$ cat config.mk
export PLATFORM = sky130hd
export DESIGN_NAME = tug_input_conditioner
export DESIGN_NICKNAME = d
export VERILOG_FILES = /design/src/rtl/tug_input_conditioner.sv
export SDC_FILE = /design/constraint.sdc
export NUM_CORES = 1
export LEC_CHECK = 0
export CAP_MARGIN = 30
export CORE_AREA = 5 5 42 44
export DETAILED_ROUTE_END_ITERATION = 8
export DIE_AREA = 0 0 47 49
export PLACE_DENSITY = 0.76
export SYNTH_ARGS = -nofsm -noshare
export SYNTH_HDL_FRONTEND = slang
export SYNTH_SLANG_ARGS = --single-unit
$ cat constraint.sdc
create_clock -name clk -period 2.2 [get_ports clk]
set_input_delay 0.44 -clock clk [delete_from_list [all_inputs] [get_ports clk]]
set_output_delay 0.44 -clock clk [all_outputs]
set_load 0.1 [all_outputs]
$ cat src/rtl/tug_input_conditioner.sv
// Tug-of-war key conditioner: per-player synchronizer, debounce FSM and press-edge pulse.
// L/R fire once per accepted press (gated by enable); l_held/r_held give the debounced level.

module tug_key_channel #(
    parameter int unsigned DEBOUNCE_CYCLES = 4,
    parameter bit          KEY_ACTIVE_LOW  = 1'b1
) (
    input  logic clk,
    input  logic reset,
    input  logic key_raw,
    input  logic enable,
    output logic pulse,
    output logic held
);
    localparam int unsigned     CW       = $clog2(DEBOUNCE_CYCLES + 1);
    localparam logic [CW-1:0]   LAST     = CW'(DEBOUNCE_CYCLES - 1);
    localparam logic            RELEASED = KEY_ACTIVE_LOW;

    typedef enum logic [1:0] {
        IDLE,
        DEB_PRESS,
        HELD,
        DEB_RELEASE
    } state_t;

    state_t        state, state_nx;
    logic [CW-1:0] cnt, cnt_nx;
    logic          sync1, sync2;
    logic          key_s;
    logic          press;

    always_ff @(posedge clk) begin
        if (!reset) begin
            sync1 <= RELEASED;
            sync2 <= RELEASED;
        end else begin
            sync1 <= key_raw;
            sync2 <= sync1;
        end
    end

    assign key_s = sync2 ^ KEY_ACTIVE_LOW;

    always_comb begin
        state_nx = state;
        cnt_nx   = cnt;
        press    = 1'b0;
        case (state)
            IDLE: begin
                if (key_s) begin
                    // A single required sample completes the debounce on entry.
                    if (DEBOUNCE_CYCLES == 1) begin
                        state_nx = HELD;
                        cnt_nx   = '0;
                        press    = 1'b1;
                    end else begin
                        state_nx = DEB_PRESS;
                        cnt_nx   = CW'(1);
                    end
                end
            end
            DEB_PRESS: begin
                if (!key_s) begin
                    state_nx = IDLE;
                    cnt_nx   = '0;
                end else if (cnt == LAST) begin
                    state_nx = HELD;
                    cnt_nx   = '0;
                    press    = 1'b1;
                end else begin
                    cnt_nx = cnt + 1'b1;
                end
            end
            HELD: begin
                if (!key_s) begin
                    if (DEBOUNCE_CYCLES == 1) begin
                        state_nx = IDLE;
                        cnt_nx   = '0;
                    end else begin
                        state_nx = DEB_RELEASE;
                        cnt_nx   = CW'(1);
                    end
                end
            end
            DEB_RELEASE: begin
                if (key_s) begin
                    state_nx = HELD;
                    cnt_nx   = '0;
                end else if (cnt == LAST) begin
                    state_nx = IDLE;
                    cnt_nx   = '0;
                end else begin
                    cnt_nx = cnt + 1'b1;
                end
            end
            default: begin
                state_nx = IDLE;
                cnt_nx   = '0;
            end
        endcase
    end

    always_ff @(posedge clk) begin
        if (!reset) begin
            state <= IDLE;
            cnt   <= '0;
            pulse <= 1'b0;
        end else begin
            state <= state_nx;
            cnt   <= cnt_nx;
            pulse <= press & enable;
        end
    end

    assign held = (state == HELD) || (state == DEB_RELEASE);
endmodule

module tug_input_conditioner #(
    parameter int unsigned DEBOUNCE_CYCLES = 4,
    parameter bit          KEY_ACTIVE_LOW  = 1'b1
) (
    input  logic clk,
    input  logic reset,
    input  logic key_l_raw,
    input  logic key_r_raw,
    input  logic enable,
    output logic L,
    output logic R,
    output logic l_held,
    output logic r_held
);
    tug_key_channel #(
        .DEBOUNCE_CYCLES(DEBOUNCE_CYCLES),
        .KEY_ACTIVE_LOW (KEY_ACTIVE_LOW)
    ) u_left (
        .clk    (clk),
        .reset  (reset),
        .key_raw(key_l_raw),
        .enable (enable),
        .pulse  (L),
        .held   (l_held)
    );

    tug_key_channel #(
        .DEBOUNCE_CYCLES(DEBOUNCE_CYCLES),
        .KEY_ACTIVE_LOW (KEY_ACTIVE_LOW)
    ) u_right (
        .clk    (clk),
        .reset  (reset),
        .key_raw(key_r_raw),
        .enable (enable),
        .pulse  (R),
        .held   (r_held)
    );
endmodule

==> summary.txt, run 1 <==
Floorplan
  • Ports: 9
  • Chip height: 49 µm
  • Placeable core region: around 1400 µm²
  • Chip Width: 47 µm
  • Overall die area: 2300 µm²
  • Rows: 14
  • Initial Utilization: 45.3%

Power
  • PwrDens: 643 nW/µm²
  • Leakage power figure: 0.297 nW
  • Largest vdd supply drop: approximately 350 µV

Worst setup path
  • Slowest cell on the critical path: sky130_fd_sc_hd__dfxtp_1
  • Worst path arrival time: between 1 and 1.5 ns
  • Logic depth of the worst register-to-register path: 3
  • Critical path cell sequence: buf_4
  • Type of the setup path with the least slack: flip-flop to output port
  • RR Endpoint: u_right.state[0]
  • Nature of the critical path startpoint: flip-flop
  • Launch point of the worst reg-to-reg path: u_right.cnt[0]
  • Buffers & Inverters on Critical Path: 1
  • Worst Path Max Fanout: 4
  • Worst path max stage delay: 0.42 ns
  • Cell family contributing the most delay on the critical path: flip-flops
  • Minimum setup slack among reg-to-reg paths: 1.12 ns
  • Worst setup EP type: output port
  • Worst path required time: between 1.5 and 2 ns
  • Cell count along the critical path: 1

Global route
  • Global route overflow: 0
  • Pin count of the biggest net entering global routing: 22
  • Global-route wire length before repair: roughly 1700 µm
  • Vias in the first global route: 419
  • Overall track demand over capacity in global routing: 10.7%
  • Number of antenna violations at the first check in global routing: 0

Clocking
  • Hold-fix buffers, CTS: 0
  • Quantity of gates resized following cts: 0
  • Total CTS buffers: 3
  • Clock transition time at the flip-flop clock pins of the worst setup and hold paths: 0.08 ns
  • Clock tree from TritonCTS: yes
  • Setup repair bufs after CTS: 0
  • Cell at the root of the clock tree: sky130_fd_sc_hd__clkbuf_4
  • Number of buffers between clock root and the deepest sink: 2
  • Max H-tree Level: 1
  • Clock Latency Late Sink: 0.28 ns
  • Number of sinks driven by the clock tree: 16

Synthesis
  • Register area share after synthesis: 50.5%
  • Net count of the mapped netlist: 64
  • Mean area per synthesized cell: 11.1 µm²
  • Cell area after synthesis: 634 µm²
  • Yosys reg bits: 16
  • Synth warnings: 0
  • Netlist cell types: 14
  • Mapped Cells: 57

Routing
  • Per-cell via count in the routed design: 5.30
  • Antenna-violating nets left: 0
  • Number of DRC violations after detailed routing: 0
  • Pre-Repair DR Iteration Count: 1
  • Drt wl/cell: 12.0 µm
  • Total number of vias: between 400 and 500
  • First-iteration detailed-routing DRC count: 0
  • Detailed Route WL: 968 µm

Place
  • Instance area after placement: 714 µm²
  • DP Worst Slack: 0.731 ns
  • Final HPWL DP: 697 µm
  • Weighted congestion at the end of routability-driven global placement: between 0.6 and 0.7
  • Port-buffer cells: 8

STA
  • Top achievable clock speed: between 0.6 and 0.7 GHz
  • Minimum clock period: 1.47 ns
  • Setup slack of the critical path after layout: between 0.7 and 0.8 ns
  • Final TNS setup: 0 ns
  • Number of failing setup endpoints in the final timing report: 0
  • Endpoints failing hold: 0
  • Final worst hold slack: 0.414 ns
  • Unrepaired setup endpoints after global routing: false
  • Final worst-path cycle share: 66.8%
  • Worst Skew: 0.00181 ns
  • Slew @ Worst Pin: 0.276 ns
  • Pins Over Slew Limit: 0
  • Relative slew slack: 81.5%

Worst hold path
  • Hold Crit Class: flip-flop to flip-flop
  • Hold Startpoint: u_left.sync1
  • Endpoint, Worst Hold: u_left.sync2
  • Number of cells traversed by the worst hold path: 1

Run
  • Max cap viols: 0

Outcome
  • Run status: completed

Finish
  • Fraction of final layout cells with drive strength greater than 1: 18.5%
  • Antenna cell count: 0
  • Fin nets: 74
  • Final design area excluding fillers: approximately 740 µm²
  • Utilization of the core after routing: a little over half
  • Area grow syn2layout: 16.2%
==> cell usage in the layout (no fill, tap or decap), drive strengths merged <==
cell,synthesis,final
o2111a,2,2
nor4,2,2
ha,2,2
buf,2,5
dfxtp,16,16
xnor2,2,2
mux2i,6,6
nand2,5,5
and3,2,2
clkbuf,2,3
nand2b,6,6
nand3b,6,6
nand3,2,2
clkdlybuf4s50,0,4
nand4b,2,2
==> synthesized netlist by cell type <==
| master | instances | share of area (%) |
|---|---|---|
| sky130_fd_sc_hd__nand3b_1 | 6 | 7.1 |
| sky130_fd_sc_hd__clkbuf_1 | 2 | 1.2 |
| sky130_fd_sc_hd__nand2_1 | 5 | 3.0 |
| sky130_fd_sc_hd__ha_1 | 2 | 3.9 |
| sky130_fd_sc_hd__nand3_1 | 2 | 1.6 |
| sky130_fd_sc_hd__o2111a_1 | 2 | 3.6 |
| sky130_fd_sc_hd__nand2b_1 | 6 | 5.9 |
| sky130_fd_sc_hd__xnor2_2 | 2 | 5.1 |
| sky130_fd_sc_hd__mux2i_1 | 6 | 9.5 |
| sky130_fd_sc_hd__dfxtp_1 | 16 | 50 |
| sky130_fd_sc_hd__nand4b_1 | 2 | 2.8 |
| sky130_fd_sc_hd__and3_2 | 2 | 2.4 |
| sky130_fd_sc_hd__nor4_1 | 2 | 2.0 |
| sky130_fd_sc_hd__buf_2 | 2 | 1.6 |
==> report_power, final <==
part | switching (W) | internal [W] | leakage (nW) | total, W
logic | 0.0000103 | 0.0000159 | 0.153 | 0.0000262
registers | 0.00000498 | 0.000296 | 0.130 | 0.000301
clock network | 0.0000836 | 0.0000636 | 0.0138 | 0.000147
total | 0.0000988 | 0.000375 | 0.297 | 0.000474
==> kinds of logic after synthesis <==
family	count (synthesis)	synth area share, %
buffers and inverters	4	2.76
DFF	16	50.5
adders and majority gates	2	3.94
and+or+nand+nor	25	24.7
AOI/OAI and AO/OA	2	3.55
muxes	6	9.47
xor gates and xnor gates	2	5.13
==> worst max path at each step <==
stage	from	end	slack, ns
after floorplan	flip-flop	l_held	0.52
after global placement	reset	u_left.pulse	0.76
after detailed placement	reset	u_right.pulse	0.73
after CTS	flip-flop	r_held	0.72
after global routing	flip-flop	l_held	0.68
final	flip-flop	l_held	0.73
==> layer usage <==
| layer | up-vias | GRT usage [%] | part of all wire [%] |
|---|---|---|---|
| met3 | 5 | 3.32 | 3.7 |
| li1 | 220 | - | - |
| met1 | 197 | 11.5 | 41 |
| met2 | 7 | 15.8 | 51 |
| met4 | 0 | 9.68 | 4.2 |
| met5 | - | 0 | 0 |
==> area by class of cell <==
cell class | instances | area [µm²]
fill | 138 | 664
sequential | 16 | 320
multi-input combinational | 37 | 297
timing repair buffer | 9 | 77.6
clock buffer | 3 | 22.5
tap | 16 | 20.0
==> stage by stage <==
step | cells | total power (W)
CTS | 81 | 0.000482
global placement | 78 | 0.000333
global route | 81 | 0.000494
floorplan | 57 | 0.000323
detailed placement | 78 | 0.000334
finish | 81 | 0.000474
No activity file was read; power rests on OpenSTA's default activity.
==> run 2: changes to the inputs <==
--- a/config.mk
+++ b/config.mk
@@ -6,10 +6,10 @@
 export NUM_CORES = 1
 export LEC_CHECK = 0
 export CAP_MARGIN = 30
-export CORE_AREA = 5 5 42 44
+export CORE_MARGIN = 5
+export CORE_UTILIZATION = 45
 export DETAILED_ROUTE_END_ITERATION = 8
-export DIE_AREA = 0 0 47 49
-export PLACE_DENSITY = 0.76
+export PLACE_DENSITY = 0.75
 export SYNTH_ARGS = -nofsm -noshare
 export SYNTH_HDL_FRONTEND = slang
 export SYNTH_SLANG_ARGS = --single-unit
==> constraint.sdc (replaced) <==
create_clock -name clk -period 1.3 [get_ports clk]
set_input_delay 0.26 -clock clk [delete_from_list [all_inputs] [get_ports clk]]
set_output_delay 0.26 -clock clk [all_outputs]
set_load 0.1 [all_outputs]
==> run 2 against run 1 <==
Compared with the run above:
- cell count grew 1.2%
- global-route usage up 1.2 points
- core utilization rose by 8.7 points
- power rose by 85%
==> summary.txt, run 2 (synthesized netlist as in run 1, its figures left out) <==
Routing
  • Total number of vias: 428
  • Number of DRC violations after detailed routing: 0
  • Detailed Route WL: 1030 µm
  • Pre-Repair DR Iteration Count: 2
  • Drt wl/cell: 12.6 µm
  • Antenna-violating nets left: 0
  • Per-cell via count in the routed design: 5.22
  • First-iteration detailed-routing DRC count: 2

Global route
  • Vias in the first global route: 443
  • Global-route wire length before repair: 1820 µm
  • Global route overflow: 0
  • Number of antenna violations at the first check in global routing: 0
  • Pin count of the biggest net entering global routing: 12
  • Overall track demand over capacity in global routing: a little under an eighth

Finish
  • Fraction of final layout cells with drive strength greater than 1: a little over a fifth
  • Area grow syn2layout: 27.2%
  • Fin nets: 75
  • Most common cell after layout, fill and taps aside: sky130_fd_sc_hd__dfxtp_1
  • Filler cells: 104
  • Highest-count cells in the layout ignoring fill and taps: sky130_fd_sc_hd__dfxtp_1 (16), sky130_fd_sc_hd__nand3b_1 (6), sky130_fd_sc_hd__mux2i_1 (6), sky130_fd_sc_hd__nand2b_1 (6), sky130_fd_sc_hd__nand2_1 (5)
  • Antenna cell count: 0

Worst setup path
  • Worst path arrival time: 0.97 ns
  • Nature of the critical path startpoint: flip-flop
  • Type of the setup path with the least slack: flip-flop to output port
  • Worst path required time: roughly 1.0 ns
  • Worst path max stage delay: 0.47 ns
  • Launch point of the worst reg-to-reg path: u_left.cnt[0]
  • Worst setup EP type: output port
  • Cell family contributing the most delay on the critical path: flip-flops
  • Buffers & Inverters on Critical Path: 1
  • Slowest cell on the critical path: sky130_fd_sc_hd__dfxtp_1
  • Critical path cell sequence: buf_12
  • Worst Path Max Fanout: 4

Place
  • Final HPWL DP: 802 µm
  • Weighted congestion at the end of routability-driven global placement: ~0.7
  • Port-buffer cells: 8
  • DP Worst Slack: 0.0302 ns

Clocking
  • Total CTS buffers: 3
  • Hold-fix buffers, CTS: 0
  • Quantity of gates resized following cts: 0
  • Number of sinks driven by the clock tree: 16
  • Number of buffers between clock root and the deepest sink: 2
  • Clock transition time at the flip-flop clock pins of the worst setup and hold paths: ~0.090 ns
  • Clock tree from TritonCTS: yes
  • Max H-tree Level: 1
  • Cell at the root of the clock tree: sky130_fd_sc_hd__clkbuf_4
  • Setup repair bufs after CTS: 0
  • Clock Latency Late Sink: 0.28 ns

STA
  • Relative slew slack: 80.5%
  • Minimum clock period: 1.23 ns
  • Final worst-path cycle share: 94.5%
  • Worst Skew: 0.000623 ns
  • Unrepaired setup endpoints after global routing: false
  • Slew @ Worst Pin: between 0.2 and 0.3 ns
  • Number of failing setup endpoints in the final timing report: 0
  • Setup slack of the critical path after layout: about 0.071 ns
  • Pins Over Slew Limit: 0
  • Final TNS setup: 0 ns
  • Top achievable clock speed: 0.814 GHz
  • Endpoints failing hold: 0

Floorplan
  • Ports: 9
  • Placeable core region: 1320 µm²
  • Chip Width: 47.5 µm
  • Chip height: between 40 and 50 µm
  • Initial Utilization: between 40% and 50%
  • Rows: 13
  • Overall die area: 2260 µm²

Outcome
  • Run status: completed

Power
  • Reg power frac: 57.9%
  • Reported net switching power: 0.000178 W
  • Clock power frac: between 30% and 40%
  • PwrDens: about 1100 nW/µm²
  • Cell internal power dissipation: 0.000700 W
  • Net Sw Frac: 20.3%
  • Comb power frac: 5.4%
  • Leakage power figure: approximately 0.32 nW
  • Largest vdd supply drop: 860 µV

Worst hold path
  • Hold Crit Class: flip-flop to flip-flop
  • Hold Startpoint: u_left.sync1

Run
  • Max cap viols: 0
run 2: changes by cell type in the layout (fill, tap and decap cells not counted), sizes merged:
cell | previous run | this run
clkbuf | 3 | 4
buf | 5 | 6
run 2: layout make-up:
class                      count  area, µm²  share of cell area, %
multi-input combinational     37        297                   36.7
tap                           15       18.8                   2.33
timing repair buffer          10        135                   16.7
clock buffer                   4       36.3                   4.50
sequential                    16        320                   39.7
run 2: path summary, 6_finish.rpt:
kind | endpoint | slack (ns) | cells after the start
worst min-delay path | u_left.sync2 | 0.42 | 1
worst max-delay path | l_held | 0.07 | 1
worst max register to register | flip-flop | 0.22 | 3
worst min register to register | u_left.sync2 | 0.42 | 1
run 2: routing by layer:
layer	GRT usage, %	share of wire, %
met5	0	0
met4	10.2	5.0
met3	4.51	5.7
met2	19.0	47
met1	12.3	42
run 2: stage by stage:
step / instance area [µm²] / utilization, % / hold WS [ns] / cells / power [W]
2_1_floorplan: 637 / - / 0.361 / 57 / 0.000547
3_3_place_gp: 771 / 58.5 / 0.407 / 78 / 0.000566
3_5_place_dp: 771 / 58.5 / 0.403 / 78 / 0.000567
4_1_cts: 807 / 61.3 / 0.428 / 82 / 0.000890
5_1_grt: 807 / 61.3 / 0.455 / 82 / 0.000926
6_report: 807 / 61.3 / 0.423 / 82 / 0.000879
run 2: power by group through the flow:
stage	Combinational [W]	Clock, W	Sequential (W)
final	0.0000474	0.000323	0.000509
after global routing	0.0000513	0.000364	0.000511
after CTS	0.0000476	0.000333	0.000509
after detailed placement	0.0000474	0	0.000520
after global placement	0.0000464	0	0.000520
after floorplan	0.0000282	0	0.000519
==> run 3: changes to the inputs <==
--- a/config.mk
+++ b/config.mk
@@ -6,10 +6,11 @@
 export NUM_CORES = 1
 export LEC_CHECK = 0
 export CAP_MARGIN = 30
-export CORE_MARGIN = 5
+export CORE_MARGIN = 4
 export CORE_UTILIZATION = 45
 export DETAILED_ROUTE_END_ITERATION = 8
 export PLACE_DENSITY = 0.75
+export SETUP_SLACK_MARGIN = 0.2
 export SYNTH_ARGS = -nofsm -noshare
 export SYNTH_HDL_FRONTEND = slang
 export SYNTH_SLANG_ARGS = --single-unit
==> run 3 against run 2 <==
Compared with the run above:
- cell count up 4.9%
- first-iteration DRC count grew 100%
- clock power grew 2%
==> summary.txt, run 3 (synthesized netlist as in run 1, its figures left out) <==
Worst hold path
  • Number of cells traversed by the worst hold path: 1
  • Hold Crit Class: flip-flop to flip-flop
  • Hold Startpoint: u_right.sync1
  • Endpoint, Worst Hold: u_right.sync2

STA
  • Top achievable clock speed: 0.922 GHz
  • Minimum clock period: 1.08 ns
  • Setup slack of the critical path after layout: 0.215 ns
  • Worst Skew: between 0.001 and 0.0015 ns
  • Endpoints failing hold: 0
  • Unrepaired setup endpoints after global routing: true
  • Final worst-path cycle share: a little over four fifths
  • Final TNS setup: 0 ns
  • Pins Over Slew Limit: 0
  • Relative slew slack: 80.8%
  • Slew @ Worst Pin: 0.287 ns
  • Number of failing setup endpoints in the final timing report: 0

Clocking
  • Clock Latency Late Sink: around 0.28 ns
  • Cell at the root of the clock tree: sky130_fd_sc_hd__clkbuf_4
  • Number of buffers between clock root and the deepest sink: 2
  • Clock transition time at the flip-flop clock pins of the worst setup and hold paths: 0.10 ns
  • Max H-tree Level: 1
  • Total CTS buffers: 3
  • Number of sinks driven by the clock tree: 16
  • Clock tree from TritonCTS: yes
  • Hold-fix buffers, CTS: 0

Worst setup path
  • Worst path required time: ~1.5 ns
  • Minimum setup slack among reg-to-reg paths: 0.22 ns
  • RR Endpoint: u_left.state[0]
  • Worst Path Max Fanout: 3
  • Nature of the critical path startpoint: flip-flop
  • Critical path cell sequence: ha_4 > nand3b_1 > buf_4 > and3_4
  • Slowest cell on the critical path: sky130_fd_sc_hd__dfxtp_2
  • Worst setup EP type: flip-flop
  • Launch point of the worst reg-to-reg path: u_left.cnt[0]
  • Cell family contributing the most delay on the critical path: flip-flops
  • Buffers & Inverters on Critical Path: 1
  • Worst path max stage delay: 0.37 ns
  • Type of the setup path with the least slack: flip-flop to flip-flop
  • Worst path arrival time: around 1.3 ns
  • Source of the critical timing path: u_left.cnt[0]
  • Logic depth of the worst register-to-register path: 4

Global route
  • Number of antenna violations at the first check in global routing: 0
  • Overall track demand over capacity in global routing: 13.3%
  • Pin count of the biggest net entering global routing: 22
  • Global-route wire length before repair: ~1900 µm
  • Global route overflow: 0
  • Vias in the first global route: 434

Routing
  • Drt wl/cell: 13.2 µm
  • Pre-Repair DR Iteration Count: 3
  • Detailed Route WL: 1140 µm
  • First-iteration detailed-routing DRC count: 4
  • Antenna-violating nets left: 0
  • Per-cell via count in the routed design: 5.37
  • Total number of vias: 462
  • Number of DRC violations after detailed routing: 0

Power
  • Reported net switching power: 0.000188 W
  • Leakage power figure: roughly 0.35 nW
  • PwrDens: ~1000 nW/µm²
  • Comb power frac: between 5 and 6%
  • Net Sw Frac: a little over a fifth
  • Overall power: 0.000889 W
  • Largest vdd supply drop: 698 µV
  • Cell internal power dissipation: 0.000701 W
  • Reg power frac: 57.1%
  • Clock power frac: between 30% and 40%

Finish
  • Fin nets: 79
  • Filler cells: 102
  • Layout Cells excl Fill: between 80 and 90
  • Antenna cell count: 0
  • Fraction of final layout cells with drive strength greater than 1: about two fifths
  • Area grow syn2layout: 41.4%
  • Most common cell after layout, fill and taps aside: sky130_fd_sc_hd__dfxtp_1
  • Highest-count cells in the layout ignoring fill and taps: sky130_fd_sc_hd__dfxtp_1 (9), sky130_fd_sc_hd__nand3b_1 (6), sky130_fd_sc_hd__mux2i_1 (6), sky130_fd_sc_hd__nand2b_1 (6)
  • Utilization of the core after routing: 68.1%

Floorplan
  • Chip Width: between 40 and 50 µm
  • Overall die area: between 2000 and 2500 µm²
  • Initial Utilization: 48.1%
  • Placeable core region: 1320 µm²
  • Rows: 13
  • Ports: 9
  • Chip height: 45.5 µm

Place
  • DP Worst Slack: -0.0131 ns
  • Weighted congestion at the end of routability-driven global placement: approximately 0.65
  • Port-buffer cells: 8
  • Placed instance count: 77
  • Final HPWL DP: 707 µm

Run
  • Max cap viols: 0

Outcome
  • Run status: completed
## run 3: cell count changes in the layout (fill, tap and decap cells not counted), moves of 2 or more
cell,change
sky130_fd_sc_hd__dfxtp_4,+2
sky130_fd_sc_hd__dfxtp_2,+5
sky130_fd_sc_hd__dfxtp_1,-7
sky130_fd_sc_hd__buf_4,+3
## run 3: area by class of cell
class | instances | area, µm² | share of cell area (%)
clock buffers | 4 | 36.3 | 4.04
repair buffers | 14 | 178 | 19.8
multi-input cells | 37 | 330 | 36.8
flip-flops and latches | 16 | 334 | 37.2
well taps | 15 | 18.8 | 2.09
## run 3: power groups by stage
stage	clock network, W	registers [W]	logic (W)
after CTS	0.000335	0.000505	0.0000504
after detailed placement	0	0.000521	0.0000496
after global placement	0	0.000520	0.0000482
after global routing	0.000352	0.000509	0.0000567
final	0.000329	0.000508	0.0000522
after floorplan	0	0.000519	0.0000282
## run 3: worst max-delay path by stage
stage | depth (start not counted) | slack (ns) | end
2_1_floorplan | 1 | 0.19 | l_held
3_3_place_gp | 4 | 0.07 | u_left.pulse
3_5_place_dp | 4 | -0.01 | u_left.pulse
4_1_cts | 3 | 0.20 | u_left.state[0]
5_1_grt | 3 | 0.12 | u_left.pulse
6_report | 4 | 0.22 | u_left.state[0]
## run 3: worst reg2reg max path: cells and delay by family, from the launching register on
family	cells	cell delay, ns
adders and majority gates	1	0.13
buffers and inverters	1	0.19
DFF	1	0.37
and+or+nand+nor	2	0.31
## run 3: what timing repair did
| item | CTS | global route |
|---|---|---|
| setup endpoints to repair | 3 | 9 |
| buffers inserted | 3 | 2 |
| resized for setup | 5 | 7 |
| pin swaps | 0 | 3 |
## run 3: through the flow
| step | area [µm²] | hold WS, ns |
|---|---|---|
| after global routing | 897 | 0.432 |
| after CTS | 851 | 0.419 |
| after global placement | 778 | 0.388 |
| after floorplan | 642 | 0.361 |
| final | 897 | 0.416 |
| after detailed placement | 778 | 0.396 |
## run 3: metal layers
layer,global-route usage [%],share of wire [%]
met1,15.9,45
met5,0,0
met2,18.9,46
met4,10.5,3.5
met3,4.74,5.9
